File: src/rtl/mem_port_arbiter_if.sv
// Bundle of the two requester handshakes plus the memory port 1 signals
// owned by mem_port_arbiter.
interface mem_port_arbiter_if #(
    parameter int M = 8,
    parameter int K = 10
);
    logic         req0;
    logic         we0;
    logic [K-1:0] addr0;
    logic [M-1:0] wdata0;
    logic         ack0;
    logic [M-1:0] rdata0;

    logic         req1;
    logic         we1;
    logic [K-1:0] addr1;
    logic [M-1:0] wdata1;
    logic         ack1;
    logic [M-1:0] rdata1;

    logic [K-1:0] mem_a;
    logic [M-1:0] mem_wd;
    logic         mem_we;
    logic [M-1:0] mem_rd;

    // Arbiter side
    modport slave (
        input  req0, we0, addr0, wdata0,
        input  req1, we1, addr1, wdata1,
        input  mem_rd,
        output ack0, rdata0, ack1, rdata1,
        output mem_a, mem_wd, mem_we
    );

    // Requester / memory side
    modport master (
        output req0, we0, addr0, wdata0,
        output req1, we1, addr1, wdata1,
        output mem_rd,
        input  ack0, rdata0, ack1, rdata1,
        input  mem_a, mem_wd, mem_we
    );
endinterface

File: src/rtl/mem_port_arbiter.sv
// Round-robin arbiter and sequencer for the read/write port of the shared
// scratch memory; one access per three cycles, all outputs registered.
module mem_port_arbiter #(
    parameter int M = 8,
    parameter int K = 10
) (
    input  logic                clock,
    input  logic                reset,
    mem_port_arbiter_if.slave   bus
);
    typedef enum logic [1:0] {
        IDLE   = 2'd0,
        ACCESS = 2'd1,
        ACK    = 2'd2
    } state_t;

    state_t       state;
    logic         gnt;
    logic         last;
    logic [K-1:0] mem_a;
    logic [M-1:0] mem_wd;
    logic         mem_we;
    logic         ack0;
    logic         ack1;
    logic [M-1:0] rdata0;
    logic [M-1:0] rdata1;

    logic         any_req;
    logic         pick;

    // Under contention the requester not served last wins.
    always_comb begin
        any_req = bus.req0 | bus.req1;
        pick    = (bus.req0 && bus.req1) ? ~last : bus.req1;
    end

    always_ff @(posedge clock or posedge reset) begin
        if (reset) begin
            state  <= IDLE;
            gnt    <= 1'b0;
            last   <= 1'b1;
            mem_a  <= '0;
            mem_wd <= '0;
            mem_we <= 1'b0;
            ack0   <= 1'b0;
            ack1   <= 1'b0;
            rdata0 <= '0;
            rdata1 <= '0;
        end else begin
            case (state)
                IDLE: begin
                    if (any_req) begin
                        gnt    <= pick;
                        mem_a  <= pick ? bus.addr1  : bus.addr0;
                        mem_wd <= pick ? bus.wdata1 : bus.wdata0;
                        mem_we <= pick ? bus.we1    : bus.we0;
                        state  <= ACCESS;
                    end
                end
                ACCESS: begin
                    // mem_we still holds the operation type during this cycle.
                    if (!mem_we) begin
                        if (gnt)
                            rdata1 <= bus.mem_rd;
                        else
                            rdata0 <= bus.mem_rd;
                    end
                    ack0   <= ~gnt;
                    ack1   <= gnt;
                    mem_we <= 1'b0;
                    last   <= gnt;
                    state  <= ACK;
                end
                ACK: begin
                    ack0  <= 1'b0;
                    ack1  <= 1'b0;
                    state <= IDLE;
                end
                default: begin
                    state <= IDLE;
                end
            endcase
        end
    end

    assign bus.mem_a  = mem_a;
    assign bus.mem_wd = mem_wd;
    assign bus.mem_we = mem_we;
    assign bus.ack0   = ack0;
    assign bus.ack1   = ack1;
    assign bus.rdata0 = rdata0;
    assign bus.rdata1 = rdata1;
endmodule

File: src/flat_wrapper.sv
// flat-port wrapper written by rule: the top's interface ports become plain ports
module mem_port_arbiter_flat 
#(
    parameter int M = 8,
    parameter int K = 10
)
  (clock, reset, bus_req0, bus_we0, bus_addr0, bus_wdata0, bus_req1, bus_we1, bus_addr1, bus_wdata1, bus_mem_rd, bus_ack0, bus_rdata0, bus_ack1, bus_rdata1, bus_mem_a, bus_mem_wd, bus_mem_we);
  mem_port_arbiter_if #(.M(M), .K(K)) bus_i ();
  input  logic clock;
  input  logic reset;
  input wire logic [$bits(bus_i.req0)-1:0] bus_req0;
  input wire logic [$bits(bus_i.we0)-1:0] bus_we0;
  input wire logic [$bits(bus_i.addr0)-1:0] bus_addr0;
  input wire logic [$bits(bus_i.wdata0)-1:0] bus_wdata0;
  input wire logic [$bits(bus_i.req1)-1:0] bus_req1;
  input wire logic [$bits(bus_i.we1)-1:0] bus_we1;
  input wire logic [$bits(bus_i.addr1)-1:0] bus_addr1;
  input wire logic [$bits(bus_i.wdata1)-1:0] bus_wdata1;
  input wire logic [$bits(bus_i.mem_rd)-1:0] bus_mem_rd;
  output wire logic [$bits(bus_i.ack0)-1:0] bus_ack0;
  output wire logic [$bits(bus_i.rdata0)-1:0] bus_rdata0;
  output wire logic [$bits(bus_i.ack1)-1:0] bus_ack1;
  output wire logic [$bits(bus_i.rdata1)-1:0] bus_rdata1;
  output wire logic [$bits(bus_i.mem_a)-1:0] bus_mem_a;
  output wire logic [$bits(bus_i.mem_wd)-1:0] bus_mem_wd;
  output wire logic [$bits(bus_i.mem_we)-1:0] bus_mem_we;
  assign bus_i.req0 = bus_req0;
  assign bus_i.we0 = bus_we0;
  assign bus_i.addr0 = bus_addr0;
  assign bus_i.wdata0 = bus_wdata0;
  assign bus_i.req1 = bus_req1;
  assign bus_i.we1 = bus_we1;
  assign bus_i.addr1 = bus_addr1;
  assign bus_i.wdata1 = bus_wdata1;
  assign bus_i.mem_rd = bus_mem_rd;
  assign bus_ack0 = bus_i.ack0;
  assign bus_rdata0 = bus_i.rdata0;
  assign bus_ack1 = bus_i.ack1;
  assign bus_rdata1 = bus_i.rdata1;
  assign bus_mem_a = bus_i.mem_a;
  assign bus_mem_wd = bus_i.mem_wd;
  assign bus_mem_we = bus_i.mem_we;
  mem_port_arbiter #(.M(M), .K(K)) u_core (.clock(clock), .reset(reset), .bus(bus_i));
endmodule
File: config.mk
export PLATFORM = sky130hd
export DESIGN_NAME = mem_port_arbiter_flat
export DESIGN_NICKNAME = d
export VERILOG_FILES = /design/src/rtl/mem_port_arbiter_if.sv /design/src/rtl/mem_port_arbiter.sv /design/src/flat_wrapper.sv
export SDC_FILE = /design/constraint.sdc
export NUM_CORES = 1
export LEC_CHECK = 0
export ABC_AREA = 0
export CAP_MARGIN = 20
export CELL_PAD_IN_SITES_DETAIL_PLACEMENT = 1
export CELL_PAD_IN_SITES_GLOBAL_PLACEMENT = 2
export CORE_MARGIN = 4
export CORE_UTILIZATION = 24
export CTS_CLUSTER_DIAMETER = 150
export DETAILED_ROUTE_END_ITERATION = 7
export PLACE_DENSITY_LB_ADDON = 0.1
export SETUP_SLACK_MARGIN = 0.3
export SYNTH_ARGS = -nofsm -noshare
export SYNTH_HDL_FRONTEND = slang
export SYNTH_SLANG_ARGS = --single-unit
File: constraint.sdc
create_clock -name clock -period 2 [get_ports clock]
set_input_delay 0.4 -clock clock [delete_from_list [all_inputs] [get_ports clock]]
set_output_delay 0.4 -clock clock [all_outputs]
set_load 0.05 [all_outputs]
== Word level (Yosys, flattened, before mapping) ==
Cells that the tools add are included.

* Reductions and logical operators: 8
* Bitwise gates (word level): 4
* Equal/unequal tests: 3
* Muxes and demuxes: 10

{| class="wikitable"
|+ Operators with widths
! cell !! number
|-
| 2-to-1 mux 10 bit || 1
|-
| 2-to-1 mux 8 bit || 1
|-
| one-hot mux 1 bit (2 select lines) || 3
|-
| AND reduction 3 bit || 2
|-
| one-hot mux 2 bit (2 select lines) || 1
|-
| AND reduction 2 bit || 2
|-
| nonzero test 2 bit || 2
|-
| 2-to-1 mux 1 bit || 3
|-
| NOT 1 bit || 3
|-
| equality test 2 x 1 -> 1 bit (second input constant) || 1
|-
| equality test 2 bit (second input constant) || 1
|-
| logical NOT 2 bit || 1
|-
| 2-to-1 mux 2 bit || 1
|-
| != test 2 x 1 -> 1 bit (second input constant) || 1
|-
| logical AND 1 bit || 1
|-
| OR 1 bit || 1
|}

* Logic and storage cells: 35
* Register bits after elaboration: 41
* Input port bits: 50

== Logic depth before layout (Yosys ltp) ==
* Depth after elaboration: 5
* Gate-level depth with buffers: 7
* Mapped depth without buffers: 5

== Worst setup path after synthesis ==
No wires, ideal clock.

* Path kind: register to register
* Start point: register u_core.state[1]
* End point: register u_core.rdata0[0] (netlist: u_core.bus.rdata0[0])
* Data arrival time: 1426 ps
* Clock period less this slack: 1551 ps
* Path slack: 449 ps
* Stages on the path, launching flop included: 5
* Path buffers: 0
* Path through: dfrtp_1 inv_1 ha_1 nor3b_4 mux2_2

* Cells in the longest elaborated chain, start to end: 2

{| class="wikitable"
|+ RTL lines
! element !! line !! text
|-
| from (decl) || mem_port_arbiter.sv:17 || <nowiki>state_t state;</nowiki>
|-
| from (signal assigned) || mem_port_arbiter.sv:39 || <nowiki>state <= IDLE;</nowiki>
|-
| from (signal assigned) || mem_port_arbiter.sv:57 || <nowiki>state <= ACCESS;</nowiki>
|-
| from (signal assigned) || mem_port_arbiter.sv:72 || <nowiki>state <= ACK;</nowiki>
|-
| equality test 2 x 1 -> 1 bit || mem_port_arbiter.sv:50 || <nowiki>case (state)</nowiki>
|-
| AND reduction 3 bit (no source line) || - ||
|-
| to (signal assigned) || mem_port_arbiter.sv:66 || <nowiki>rdata0 <= bus.mem_rd;</nowiki>
|-
| to (decl) || mem_port_arbiter.sv:25 || <nowiki>logic [M-1:0] rdata0;</nowiki>
|}

No other way between the ends.
A chain may end at the register's enable or synchronous reset.

== Final worst setup path ==
* Start point: register u_core.state[1]
* End point: register u_core.rdata0[5] (netlist: u_core.bus.rdata0[5])

Same word-level chain as after synthesis.

==> qor.txt <==
RSZ-0062 raised after global routing: false
Switching Share: 48.97%
Starting Density: 24.78%
Fmax achieved: 0.6184 GHz
met3 usage: 3.825%
crit end category: flop
Clock Sinks: 41
Pins Over Slew Limit: 0
Final #Nets: 291
Peak VDD IR: 0.7027 mV
met1 GRT Util: 13.57%
Final Hold Vio Count: 0
Worst Setup Start Kind: flop
Std-Cell Rows: 31
TritonRoute pass-1 iters: 3
Power Dens Cells: 1766 mW/mm^2
internal power: 2.613 mW
Final period util: 80.85%
vias in the first global route: 1663
Worst-Skew Late Latency: 0.29 ns
combinational family with the most area after synthesis: multiplexers
clock buffer count from CTS: 5
initial antenna violation count: 0
RD Place Congestion: 0.6948
Setup CP Type: flop to flop
Ys Warns: 0
Die X-Extent: 94.77 um
Compound-Gate Fraction of Synth Area: 6.856%
Tot Pwr: 5.121 mW
Die H: 94.77 um
Seq/Total Area, Yosys: 56.86%
Placed Area: 0.002795 sq mm
clock buffer depth: 2
static leakage: 1.344 nW
gr busiest metal: met2
Comb power frac: 57.3%
I/O pins: 87
Die ar.: 0.008980 sq mm
Vias: 1420
grt total ovfl: 0
Worst-path clk slew: 0.08 ns
share of layout cells above drive strength 1: 16.46%
Clk network pwr share: 13.5%
Slew HR: 56.15%
Port Buffer Count: 86
switching pwr: 2.508 mW
worst hold slack: 0.4263 ns
mux share of post-synthesis cell area: 22.99%
Synth Instances: 145
final WL: 5040 um
critical path's largest stage delay: 0.40 ns
DPL Wire Length: 4003 um
Crit path max-delay family: flip-flops
CP max FO: 8
Design Area, Final: 0.002900 sq mm
GRT Resource Usage Total: 11.88%
status: finished, final reports clean
Layout area overhead: 60.53%
Final Skew: 0.007200 ns
CTS H-Tree Depth: 2
worst path required time: 2.17 ns
Hold Buf Count CTS: 0
final setup vio count: 0
CTS tree: built
drt drc: 0
XOR/XNOR Fraction of Synth Area: 0%
Simple-Gate Fraction of Synth Area: 6.994%
met2 Usage GRT: 21.55%
Fin Setup TNS: 0 ns
max-cap viol count: 0
Mapped Area: 0.001807 sq mm
register bit total from synthesis: 41
DRT iter0 DRCs: 24
post-layout min period: 1.617 ns
root buffer cell: clkbuf_8
Synth cell types: 21
Via density: 4.226
Post-DRT Antenna Nets: 0
worst slew pin tran: 0.6537 ns
Synth Area in Adders: 3.463%
slowest stage cell, crit path: dfrtp_1
WP buf/inv: 2
syn_nets: 200
ant diodes: 0
worst hold path class: primary input to asynchronous set/reset pin
per-cell routed wire length: 15.00 um
sequential power share: 29.3%
worst-path cell chain: inv_1 -> ha_2 -> nor3b_4 -> buf_12 -> mux2_2
first-pass GRT wire length: 8176 um
largest net degree at the start of global routing: 26
Post-Syn Area per Cell: 12.46 sq um
Core Region: 0.007292 sq mm
arrival time worst endpoint: 1.79 ns
[registers in the layout, summed over array words and instances, names as in the netlist]
signal             flops
u_core.state           2
u_core.bus.ack1        1
u_core.bus.rdata0      8
u_core.bus.rdata1      8
u_core.bus.ack0        1
u_core.gnt             1
u_core.bus.mem_a      10
u_core.last            1
u_core.bus.mem_we      1
u_core.bus.mem_wd      8
[synthesized netlist by cell type]
master | instances | area [sq um]
a21bo_2 | 1 | 10.01
buf_2 | 2 | 10.01
buf_4 | 2 | 15.01
clkbuf_1 | 2 | 7.510
dfrtp_1 | 40 | 1001
dfstp_2 | 1 | 26.28
ha_1 | 5 | 62.56
inv_1 | 5 | 18.77
mux2_2 | 20 | 225.2
mux2i_1 | 19 | 190.2
nand2_1 | 20 | 75.07
nand3_1 | 1 | 5.000
nand3b_2 | 1 | 11.26
nor2_1 | 1 | 3.750
nor3_1 | 1 | 5.000
nor3b_4 | 1 | 18.77
o21ai_0 | 19 | 95.09
o21ai_1 | 1 | 5.000
o22ai_1 | 1 | 6.260
o31ai_1 | 1 | 7.510
or2b_1 | 1 | 7.510
[path summary, 6_finish.rpt]
| check | cells after the start | start | endpoint | slack [ns] |
|---|---|---|---|---|
| max | 5 | u_core.state[1] | u_core.bus.rdata0[5] | 0.38 |
| min | 2 | reset | u_core.bus.rdata0[3] | 0.43 |
| max reg2reg | 5 | u_core.state[1] | u_core.bus.rdata0[5] | 0.38 |
| min reg2reg | 2 | u_core.bus.mem_wd[5] | u_core.bus.mem_wd[5] | 0.48 |
| max in group asynchronous | 3 | reset | u_core.last | 1.00 |
| min in group clock | 2 | u_core.bus.mem_wd[5] | u_core.bus.mem_wd[5] | 0.48 |
[power by group through the flow]
stage	clock, mW	sequential, mW	combinational [mW]
global route	0.756	1.57	3.15
detailed placement	0	1.54	3.20
floorplan	0	2.79	0.805
CTS	0.714	1.51	2.99
finish	0.689	1.50	2.93
global placement	0	1.50	3.13
[placed cells by master (no fill, tap or decap)]
master / count
clkdlybuf4s50_1: 49
nand2_1: 20
bufinv_16: 1
mux2_2: 20
a21bo_4: 1
o31ai_1: 1
nand3b_2: 1
o21ai_2: 1
buf_4: 3
or2b_1: 1
clkinv_1: 1
o21ai_0: 19
nand3_1: 1
clkbuf_8: 6
nor2_1: 1
nor3_2: 1
o22ai_1: 1
inv_1: 4
nor3b_4: 1
ha_2: 1
ha_1: 4
buf_12: 2
dfrtp_1: 40
dfstp_2: 1
clkbuf_1: 1
dlygate4sd2_1: 36
mux2i_1: 19
[routing by layer]
| layer | wire (um) | vias to the layer above |
|---|---|---|
| met5 | 0 | - |
| met4 | 44 | 0 |
| met3 | 343 | 5 |
| met2 | 2716 | 45 |
| met1 | 1936 | 692 |
| li1 | - | 678 |
[logic make-up after synthesis]
family | after synthesis
adders and majority gates | 5
and+or+nand+nor | 26
buffers and inverters | 11
AOI/OAI and AO/OA | 23
DFF | 41
muxes | 39
[what timing repair did]
action,in CTS,in global routing
gates cloned,0,0
endpoints found under the setup margin,58,10
setup buffers,1,0
hold endpoints to repair,0,0
gates resized for setup,37,2
pin swaps,0,0
[area by class of cell]
cell class | instances | area (sq um)
Tap cell | 99 | 123.9
Clock buffer | 7 | 86.33
Timing Repair Buffer | 90 | 868.3
Fill cell | 823 | 4392
Clock inverter | 1 | 30.03
Multi-Input combinational cell | 93 | 745.7
Inverter | 5 | 18.77
Sequential cell | 41 | 1027
[through the flow]
step / utilization [%] / std cells / worst slack (ns)
floorplan: - / 145 / 0.4493
global placement: 38.33 / 327 / 0.003255
detailed placement: 38.33 / 327 / -0.06634
CTS: 39.67 / 336 / 0.3325
global route: 39.77 / 336 / 0.3070
finish: 39.77 / 336 / 0.3830
Power figures use the tool's default switching activity.
